### src/rtl/rr_mux_arbiter_if.sv
`timescale 1ns/1ps
// rr_mux_arbiter_if: handshake bundle for the N_CH-to-1 arbitrated mux.
//   req_valid/req_data/req_ready : per-channel request side (channel i at [i*W +: W])
//   out_valid/out_data/out_ch    : registered output beat and its source channel
//   out_ready                    : downstream accept
// Modports: master = requesters plus downstream consumer, slave = the arbiter.
interface rr_mux_arbiter_if #(
  parameter int N_CH = 2,
  parameter int W    = 32
);
  localparam int CW = (N_CH > 1) ? $clog2(N_CH) : 1;

  logic [N_CH-1:0]   req_valid;
  logic [N_CH*W-1:0] req_data;
  logic [N_CH-1:0]   req_ready;
  logic              out_valid;
  logic [W-1:0]      out_data;
  logic [CW-1:0]     out_ch;
  logic              out_ready;

  modport master (
    output req_valid, req_data, out_ready,
    input  req_ready, out_valid, out_data, out_ch
  );

  modport slave (
    input  req_valid, req_data, out_ready,
    output req_ready, out_valid, out_data, out_ch
  );
endinterface

### src/rtl/rr_mux_arbiter.sv
`timescale 1ns/1ps
// rr_mux_arbiter: registered N_CH-to-1 mux with valid/ready handshakes and
// round-robin (FIXED_PRIO=0) or fixed-priority (FIXED_PRIO=1, channel 0 highest)
// arbitration, followed by a one-entry output register.
// Ports:
//   clk   : clock, all state updates on the rising edge
//   rst_n : asynchronous active-low reset
//   bus   : slave side of rr_mux_arbiter_if (req_valid/req_data/req_ready,
//           out_valid/out_data/out_ch/out_ready)
module rr_mux_arbiter #(
  parameter int N_CH       = 2,
  parameter int W          = 32,
  parameter int FIXED_PRIO = 0
) (
  input  logic            clk,
  input  logic            rst_n,
  rr_mux_arbiter_if.slave bus
);
  localparam int CW = (N_CH > 1) ? $clog2(N_CH) : 1;
  localparam logic [CW:0] NCH_L = N_CH[CW:0];

  typedef enum logic {EMPTY = 1'b0, FULL = 1'b1} state_t;

  state_t          state;
  state_t          state_nxt;
  logic [CW-1:0]   ptr;
  logic [CW-1:0]   base_p0;
  logic            grant_vld_p0;
  logic [CW-1:0]   grant_ch_p0;
  logic            can_load_p0;
  logic            xfer_p0;
  logic [N_CH-1:0] ready_p0;
  logic [W-1:0]    data_p1;
  logic [CW-1:0]   ch_p1;

  // (a + b) mod N_CH for operands already below N_CH.
  function automatic logic [CW-1:0] wrap_add(input logic [CW-1:0] a, input logic [CW-1:0] b);
    logic [CW:0] s;
    s = {1'b0, a} + {1'b0, b};
    if (s >= NCH_L) s = s - NCH_L;
    return s[CW-1:0];
  endfunction

  // ---- Stage p0: arbitration and request-side handshake ----
  always_comb begin
    base_p0      = (FIXED_PRIO != 0) ? '0 : ptr;
    grant_vld_p0 = 1'b0;
    grant_ch_p0  = '0;
    // Scan from the farthest candidate back towards base so the nearest valid
    // channel in rotation order is the last one written and therefore wins.
    for (int k = N_CH - 1; k >= 0; k--) begin
      if (bus.req_valid[wrap_add(base_p0, CW'(k))]) begin
        grant_vld_p0 = 1'b1;
        grant_ch_p0  = wrap_add(base_p0, CW'(k));
      end
    end
  end

  always_comb begin
    // rst_n gates the accept so no requester sees a handshake during reset.
    can_load_p0 = rst_n & ((state == EMPTY) | bus.out_ready);
    xfer_p0     = can_load_p0 & grant_vld_p0;
    ready_p0    = '0;
    if (xfer_p0) ready_p0[grant_ch_p0] = 1'b1;
  end

  assign bus.req_ready = ready_p0;

  // Output-register occupancy: EMPTY/FULL.
  always_ff @(posedge clk or negedge rst_n) begin
    if (!rst_n) state <= EMPTY;
    else        state <= state_nxt;
  end

  always_comb begin
    state_nxt = state;
    case (state)
      EMPTY: if (xfer_p0) state_nxt = FULL;
      FULL:  if (bus.out_ready && !xfer_p0) state_nxt = EMPTY;
    endcase
  end

  // ---- Stage p1: output register and rotation pointer ----
  always_ff @(posedge clk or negedge rst_n) begin
    if (!rst_n) begin
      data_p1 <= '0;
      ch_p1   <= '0;
      ptr     <= '0;
    end else if (xfer_p0) begin
      data_p1 <= bus.req_data[grant_ch_p0*W +: W];
      ch_p1   <= grant_ch_p0;
      // Fixed priority never rotates, so ptr stays at its reset value there.
      if (FIXED_PRIO == 0) ptr <= wrap_add(grant_ch_p0, CW'(1));
    end
  end

  assign bus.out_valid = (state == FULL);
  assign bus.out_data  = data_p1;
  assign bus.out_ch    = ch_p1;
endmodule

### src/flat_wrapper.sv
// flat-port wrapper written by rule: the top's interface ports become plain ports
module rr_mux_arbiter_flat 
#(
  parameter int N_CH       = 2,
  parameter int W          = 32,
  parameter int FIXED_PRIO = 0
)
  (clk, rst_n, bus_req_valid, bus_req_data, bus_out_ready, bus_req_ready, bus_out_valid, bus_out_data, bus_out_ch);
  rr_mux_arbiter_if #(.N_CH(N_CH), .W(W)) bus_i ();
  input  logic clk;
  input  logic rst_n;
  input wire logic [$bits(bus_i.req_valid)-1:0] bus_req_valid;
  input wire logic [$bits(bus_i.req_data)-1:0] bus_req_data;
  input wire logic [$bits(bus_i.out_ready)-1:0] bus_out_ready;
  output wire logic [$bits(bus_i.req_ready)-1:0] bus_req_ready;
  output wire logic [$bits(bus_i.out_valid)-1:0] bus_out_valid;
  output wire logic [$bits(bus_i.out_data)-1:0] bus_out_data;
  output wire logic [$bits(bus_i.out_ch)-1:0] bus_out_ch;
  assign bus_i.req_valid = bus_req_valid;
  assign bus_i.req_data = bus_req_data;
  assign bus_i.out_ready = bus_out_ready;
  assign bus_req_ready = bus_i.req_ready;
  assign bus_out_valid = bus_i.out_valid;
  assign bus_out_data = bus_i.out_data;
  assign bus_out_ch = bus_i.out_ch;
  rr_mux_arbiter #(.N_CH(N_CH), .W(W), .FIXED_PRIO(FIXED_PRIO)) u_core (.clk(clk), .rst_n(rst_n), .bus(bus_i));
endmodule
### config.mk
export PLATFORM = sky130hd
export DESIGN_NAME = rr_mux_arbiter_flat
export DESIGN_NICKNAME = d
export VERILOG_FILES = /design/src/rtl/rr_mux_arbiter_if.sv /design/src/rtl/rr_mux_arbiter.sv /design/src/flat_wrapper.sv
export SDC_FILE = /design/constraint.sdc
export NUM_CORES = 1
export LEC_CHECK = 0
export CORE_MARGIN = 2
export CORE_UTILIZATION = 36
export DETAILED_ROUTE_END_ITERATION = 16
export PLACE_DENSITY = 0.84
export SYNTH_ARGS = -nofsm -noshare
export SYNTH_HDL_FRONTEND = slang
export SYNTH_SLANG_ARGS = --single-unit
### constraint.sdc
create_clock -name clk -period 1.8 [get_ports clk]
set_clock_uncertainty 0.15 [all_clocks]
set_input_delay 0.18 -clock clk [delete_from_list [all_inputs] [get_ports clk]]
set_output_delay 0.18 -clock clk [all_outputs]
set_load 0.05 [all_outputs]
* Yosys cells after proc, flatten, opt, wreduce, memory -nomap -nowiden
Cells that the tools add are included.
** Word-level totals
- Latch bits :: 0
- Memory bits (writable) :: 0
- Output and inout bits :: 36
- Flip-flop bits (word level) :: 35
- Memory bits (read-only) :: 0
- Memories :: 0
** Cells by class
- Divide/modulo/power cells :: 0
- Add/subtract/negate cells :: 5
- Reduce and logical (&&, ||, !) cells :: 3
- Multiplexer cells :: 17
- Shifts and indexed selects :: 1
- Bitwise gates (word level) :: 4
- Equal/unequal tests :: 0
- Magnitude comparators :: 7
- Multiply operators :: 0
** Operators by type and width (count)
- 64-bit by 7-bit variable part select with 32-bit output :: 1
- 1-bit 2-to-1 mux :: 14
- 1-bit by 2-bit less-than comparator with 1-bit output (second input constant) :: 3
- 1-bit by 1-bit adder with 2-bit output (second input constant) :: 2
- 2-bit greater-or-equal comparator (second input constant) :: 2
- 1-bit subtractor (second input constant) :: 3
- 1-bit AND :: 2
- 1-bit by 2-bit greater-or-equal comparator with 1-bit output (second input constant) :: 1
- 1-bit logical AND :: 2
- 2-bit 2-to-1 mux :: 1
- 1-bit case mux with 2 select lines :: 1
- 1-bit demux with 1-bit select :: 1
- 1-bit greater-or-equal comparator (second input constant) :: 1
- 1-bit zero test :: 1
- 1-bit NOT :: 1
- 1-bit OR :: 1

* Logic depth before layout (Yosys ltp)
- Depth after elaboration :: 12
- Gate-level depth with buffers :: 6

* Worst setup path before layout
No wires, ideal clock.
- Path kind :: flip-flop to flip-flop
- From :: reg u_core.state (netlist: u_core.bus.out_valid)
- To :: reg u_core.data_p1[17] (netlist: u_core.bus.out_data[17])
- Stages on the path, launching flop included :: 7
- Library setup time :: 0.126 ns
- Data arrival time :: 1.660 ns
- Path slack :: -0.136 ns
- Path buffers :: 3
- Period minus slack after synthesis :: 1.936 ns
- Cell sequence :: dfrtp_1 -> nand2b_4 -> buf_6 -> o2111a_1 -> buf_2 -> buf_2 -> a221o_1
** On the way
- Word-level cells in the longest chain between the ends :: 4
** Ends and longest elaborated chain
- start, declared :: RTL line rr_mux_arbiter.sv:24 : state_t state;
- start signal, assigned :: RTL line rr_mux_arbiter.sv:72 : else state <= state_nxt;
- 1-bit NOT :: RTL line rr_mux_arbiter.sv:61 : can_load_p0 = rst_n & ((state == EMPTY) | bus.out_ready);
- 1-bit OR :: RTL line rr_mux_arbiter.sv:61
- 1-bit AND :: RTL line rr_mux_arbiter.sv:61
- 1-bit AND :: RTL line rr_mux_arbiter.sv:62 : xfer_p0 = can_load_p0 & grant_vld_p0;
- end signal, assigned :: RTL line rr_mux_arbiter.sv:90 : data_p1 <= bus.req_data[grant_ch_p0*W +: W];
- end, declared :: RTL line rr_mux_arbiter.sv:33 : logic [W-1:0] data_p1;
No other way between the ends.
A chain may end at the register's enable or synchronous reset.

* Worst setup path after layout
- From :: reg u_core.ptr (netlist: u_core.base_p0)
- To :: out bus_req_ready[0]
** On the way
- Word-level cells in the longest chain between the ends :: 12
** Ends and longest elaborated chain
- start, declared :: RTL line rr_mux_arbiter.sv:26 : logic [CW-1:0] ptr;
- start signal, assigned :: RTL line rr_mux_arbiter.sv:93 : if (FIXED_PRIO == 0) ptr <= wrap_add(grant_ch_p0, CW'(1));
- 1-bit by 1-bit adder with 2-bit output :: RTL line rr_mux_arbiter.sv:39 : s = {1'b0, a} + {1'b0, b};
- 2-bit greater-or-equal comparator or 1-bit subtractor (tied branches) :: RTL line rr_mux_arbiter.sv:40 : if (s >= NCH_L) s = s - NCH_L;
- 1-bit 2-to-1 mux :: RTL line rr_mux_arbiter.sv:40
- 1-bit 2-to-1 mux (implied by the code) (2 in series) :: RTL line rr_mux_arbiter.sv:52 : if (bus.req_valid[wrap_add(base_p0, CW'(k))]) begin
- 1-bit 2-to-1 mux (2 in series) :: RTL line rr_mux_arbiter.sv:52
- 1-bit by 2-bit less-than comparator with 1-bit output (implied by the code) or 1-bit greater-or-equal comparator (tied branches) :: RTL line rr_mux_arbiter.sv:64 : if (xfer_p0) ready_p0[grant_ch_p0] = 1'b1;
- 1-bit logical AND (implied by the code) :: RTL line rr_mux_arbiter.sv:64
- 1-bit 2-to-1 mux (implied by the code) :: RTL line rr_mux_arbiter.sv:64
- 1-bit demux with 1-bit select
- 2-bit 2-to-1 mux * :: RTL line rr_mux_arbiter.sv:64
- end, declared :: RTL line flat_wrapper.sv:15 : output wire logic [$bits(bus_i.req_ready)-1:0] bus_req_ready;
Every way passes the cells marked *; elsewhere a longest branch is shown, timed or not. The select of a mux whose other input is x is not followed.

==> impl_metrics.csv <==
group,metric,value,unit
pwr,internal_power,1720,uW
pwr,seq_power_share,0.357,
grt,grt_usage,0.216,
synth,synth_fp_nets,195,
grt,grt_pass1_wl,8.29,mm
pwr,p_leak,0.00123,uW
clocking,h-tree-depth,2,
clocking,root_buffer,"clkbuf_8",
setup_path,r2r_setup_slack,0.26,ns
grt,grt.overflow.total,0,
layout,layout_common_cells,"clkdlybuf4s50_1, buf_4, dfrtp_1",
setup_path,crit_buf_inv,1,
sta,timing.final.crit_share,0.964,
setup_path,ff2ff_path_depth,3,
layout,fillers,352,
detailed_routing,drtAntennaViolNets,0,
synth,synthAdderAreaFrac,0,
grt,first_global_vias,1641,
pwr,p_sw,1160,uW
place,place_congestion,0.754,
flow_run,maxCapViolCount,0,
clocking,cts_setup_buffers,0,
die,rows,24,
die,die_w,70.9,um
synth,ys_seq_area_frac,0.543,
setup_path,crit_fanout,17,
die,io-pin-count,105,
layout,fin_area,2750,um^2
setup_path,slowest_stage,"dfrtp_1",
place,numPortBuffers,104,
setup_path,crit_cells,3,
synth,synth_compound_area_frac,0.366,
sta,drv_slew,0,
clocking,clockBufferDepth,2,
status,status,"finished, final reports clean",
place,dpl_cell_area,2640,um^2
setup_path,slowest_delay,0.41,ns
setup_path,arrival,1.40,ns
detailed_routing,dr.first_iter.drc_count,60,
sta,layout_min_cycle_time,1.73,ns
grt,antenna_found_initial,0,
setup_path,startpoint,"u_core.base_p0$_DFFE_PN0P_",
pwr,swShare,0.401,
synth,synth_cell_type_count,14,
detailed_routing,wire_per_inst,18.0,um
detailed_routing,viasPerCell,5.43,
setup_path,r2r-end,"u_core.bus.out_data[22]$_DFFE_PN0P_",
layout,antenna_cells,0,
sta,final-hold-violation-count,0,
synth,ys_warn_count,0,
die,start_util,0.373,
pwr,peakVddDrop,0.000621,V
synth,syn_avg_cell_area,12.8,um^2
synth,yosys-mux-area-fraction,0,
clocking,clock_latency,0.28,ns
setup_path,crit_family,"simple AND/OR/NAND/NOR gates",
pwr,cellPowerDensity,1050,nW/um^2
detailed_routing,first_pass_iters,4,
layout,area_growth,70.7,%
sta,max_freq,577,MHz
synth,ys_ff_latch,35,
sta,slew_headroom,0.659,
clocking,tritoncts_num_sinks,35,
detailed_routing,drt_wl_total,5.15,mm
setup_path,cp-end-kind,"output port",
place,hpwl,3.71,mm
synth,syn_inst,126,
detailed_routing,drc,0,
layout,drive_gt1_frac,0.239,
sta,rsz0062_at_grt,"false",
synth,synth_top_family_by_area,"compound AO/OA/AOI/OAI gates",
die,die_h,70.9,um
setup_path,worstSetupStartpointType,"flop",
clocking,numCtsBuffers,5,
layout,fin_util,0.636,
setup_path,critPathCapture,"bus_req_ready[0]",
die,die-area,5030,um^2
synth,synthXorXnorAreaFrac,0,
setup_path,cp_cell_sequence,"nand2_1, and4_4, buf_12",
setup_path,path_class,"reg2out",
die,core_area,4320,um^2
setup_path,r2r-start,"u_core.base_p0$_DFFE_PN0P_",
detailed_routing,vias,1553,
clocking,cts_tree,"done",
layout,final_common_cell,"clkdlybuf4s50_1",
place,place_ws,-0.00539,ns
sta,fin_ws,0.0655,ns
setup_path,worstPathRequired,1.47,ns
synth,synth-simple-area-share,0.0248,
pwr,p_total,2880,uW
sta,tightest_slew,0.510,ns
sta,finalSetupViolCount,0,
layout,nets,302,
grt,grt_max_degree,22,
clocking,clkTransAtPathRegs,0.07,ns
min_path,hold_class,"in2reg",
pwr,power.share.clock,0.185,
synth,synth_area,1610,um^2
pwr,combPwrFrac,0.457,
==> how the worst min path moves through the flow <==
stage / from / endpoint / cells after the start
after floorplan: rst_n / u_core.base_p0$_DFFE_PN0P_ / 0
after global placement: rst_n / u_core.bus.out_data[6]$_DFFE_PN0P_ / 2
after detailed placement: rst_n / u_core.bus.out_data[6]$_DFFE_PN0P_ / 2
after CTS: rst_n / u_core.bus.out_data[28]$_DFFE_PN0P_ / 3
after global routing: bus_req_data[55] / u_core.bus.out_data[23]$_DFFE_PN0P_ / 2
final: rst_n / u_core.bus.out_valid$_DFF_PN0_ / 5
==> power groups by stage <==
stage	clock, uW	sequential, uW	combinational [uW]
2_1_floorplan	0	1560	287
3_3_place_gp	0	1040	1300
3_5_place_dp	0	1040	1320
4_1_cts	553	1030	1330
5_1_grt	601	1050	1380
6_report	534	1030	1320
==> registers in the layout (all words and copies together), names as in the netlist <==
register              flops
u_core.base_p0            1
u_core.bus.out_valid      1
u_core.bus.out_data      32
u_core.bus.out_ch         1
==> cells by family after synthesis <==
| kind of cell | after synthesis |
|---|---|
| AND/OR/NAND/NOR | 6 |
| buffers and inverters | 17 |
| flip-flops | 35 |
| AO/OA/AOI/OAI | 68 |
==> per-layer routing <==
| layer | share of wire | wire length [um] | global-route usage |
|---|---|---|---|
| met2 | 0.51 | 2610 | 0.366 |
| met4 | 0.030 | 155 | 0.0943 |
| met5 | 0 | 0 | 0 |
| met1 | 0.40 | 2060 | 0.258 |
| met3 | 0.063 | 325 | 0.0570 |
==> worst min-delay path: cells and delay by family <==
kind,cells,cell delay [ns]
compound gates,1,0.12
simple gates,1,0.05
buf+inv,3,0.39
==> per-stage QoR <==
step / hold WS, ns / setup TNS [ns] / cells
detailed placement: 0.0495 / -0.00852 / 276
finish: 0.343 / 0 / 286
global route: 0.346 / 0 / 286
CTS: 0.326 / 0 / 286
global placement: 0.0387 / 0 / 276
floorplan: -0.266 / 0 / 126
==> synthesized netlist by cell type, drive strengths merged <==
| cell type | number | area [um^2] |
|---|---|---|
| a21boi | 32 | 240 |
| a21oi | 2 | 10.0 |
| a221o | 32 | 320 |
| and4 | 1 | 11.3 |
| buf | 9 | 76.3 |
| clkbuf | 6 | 22.5 |
| dfrtp | 35 | 876 |
| inv | 2 | 7.51 |
| nand2 | 2 | 7.51 |
| nand2b | 1 | 13.8 |
| nor2 | 2 | 7.51 |
| o2111a | 1 | 11.3 |
| o21a | 1 | 7.51 |
==> final cells by class <==
cell class,instances,area [um^2],share of cell area
clock inverter,3,15.0,0.00546
multi-input combinational,75,641,0.233
inverter,2,7.51,0.00273
clock buffer,5,68.8,0.0250
sequential,35,877,0.319
tap,52,65.1,0.0237
timing repair buffer,114,1080,0.391
==> what timing repair did <==
action | 4_1_cts | 5_1_grt
gates resized for setup | 0 | 4
cloned | 1 | 0
hold endpoints to repair | 35 | 0
hold buffers | 1 | 0
setup endpoints to repair | 1 | 4
pin swaps | 1 | 0
Note: power is estimated with default switching activity, not from simulation.
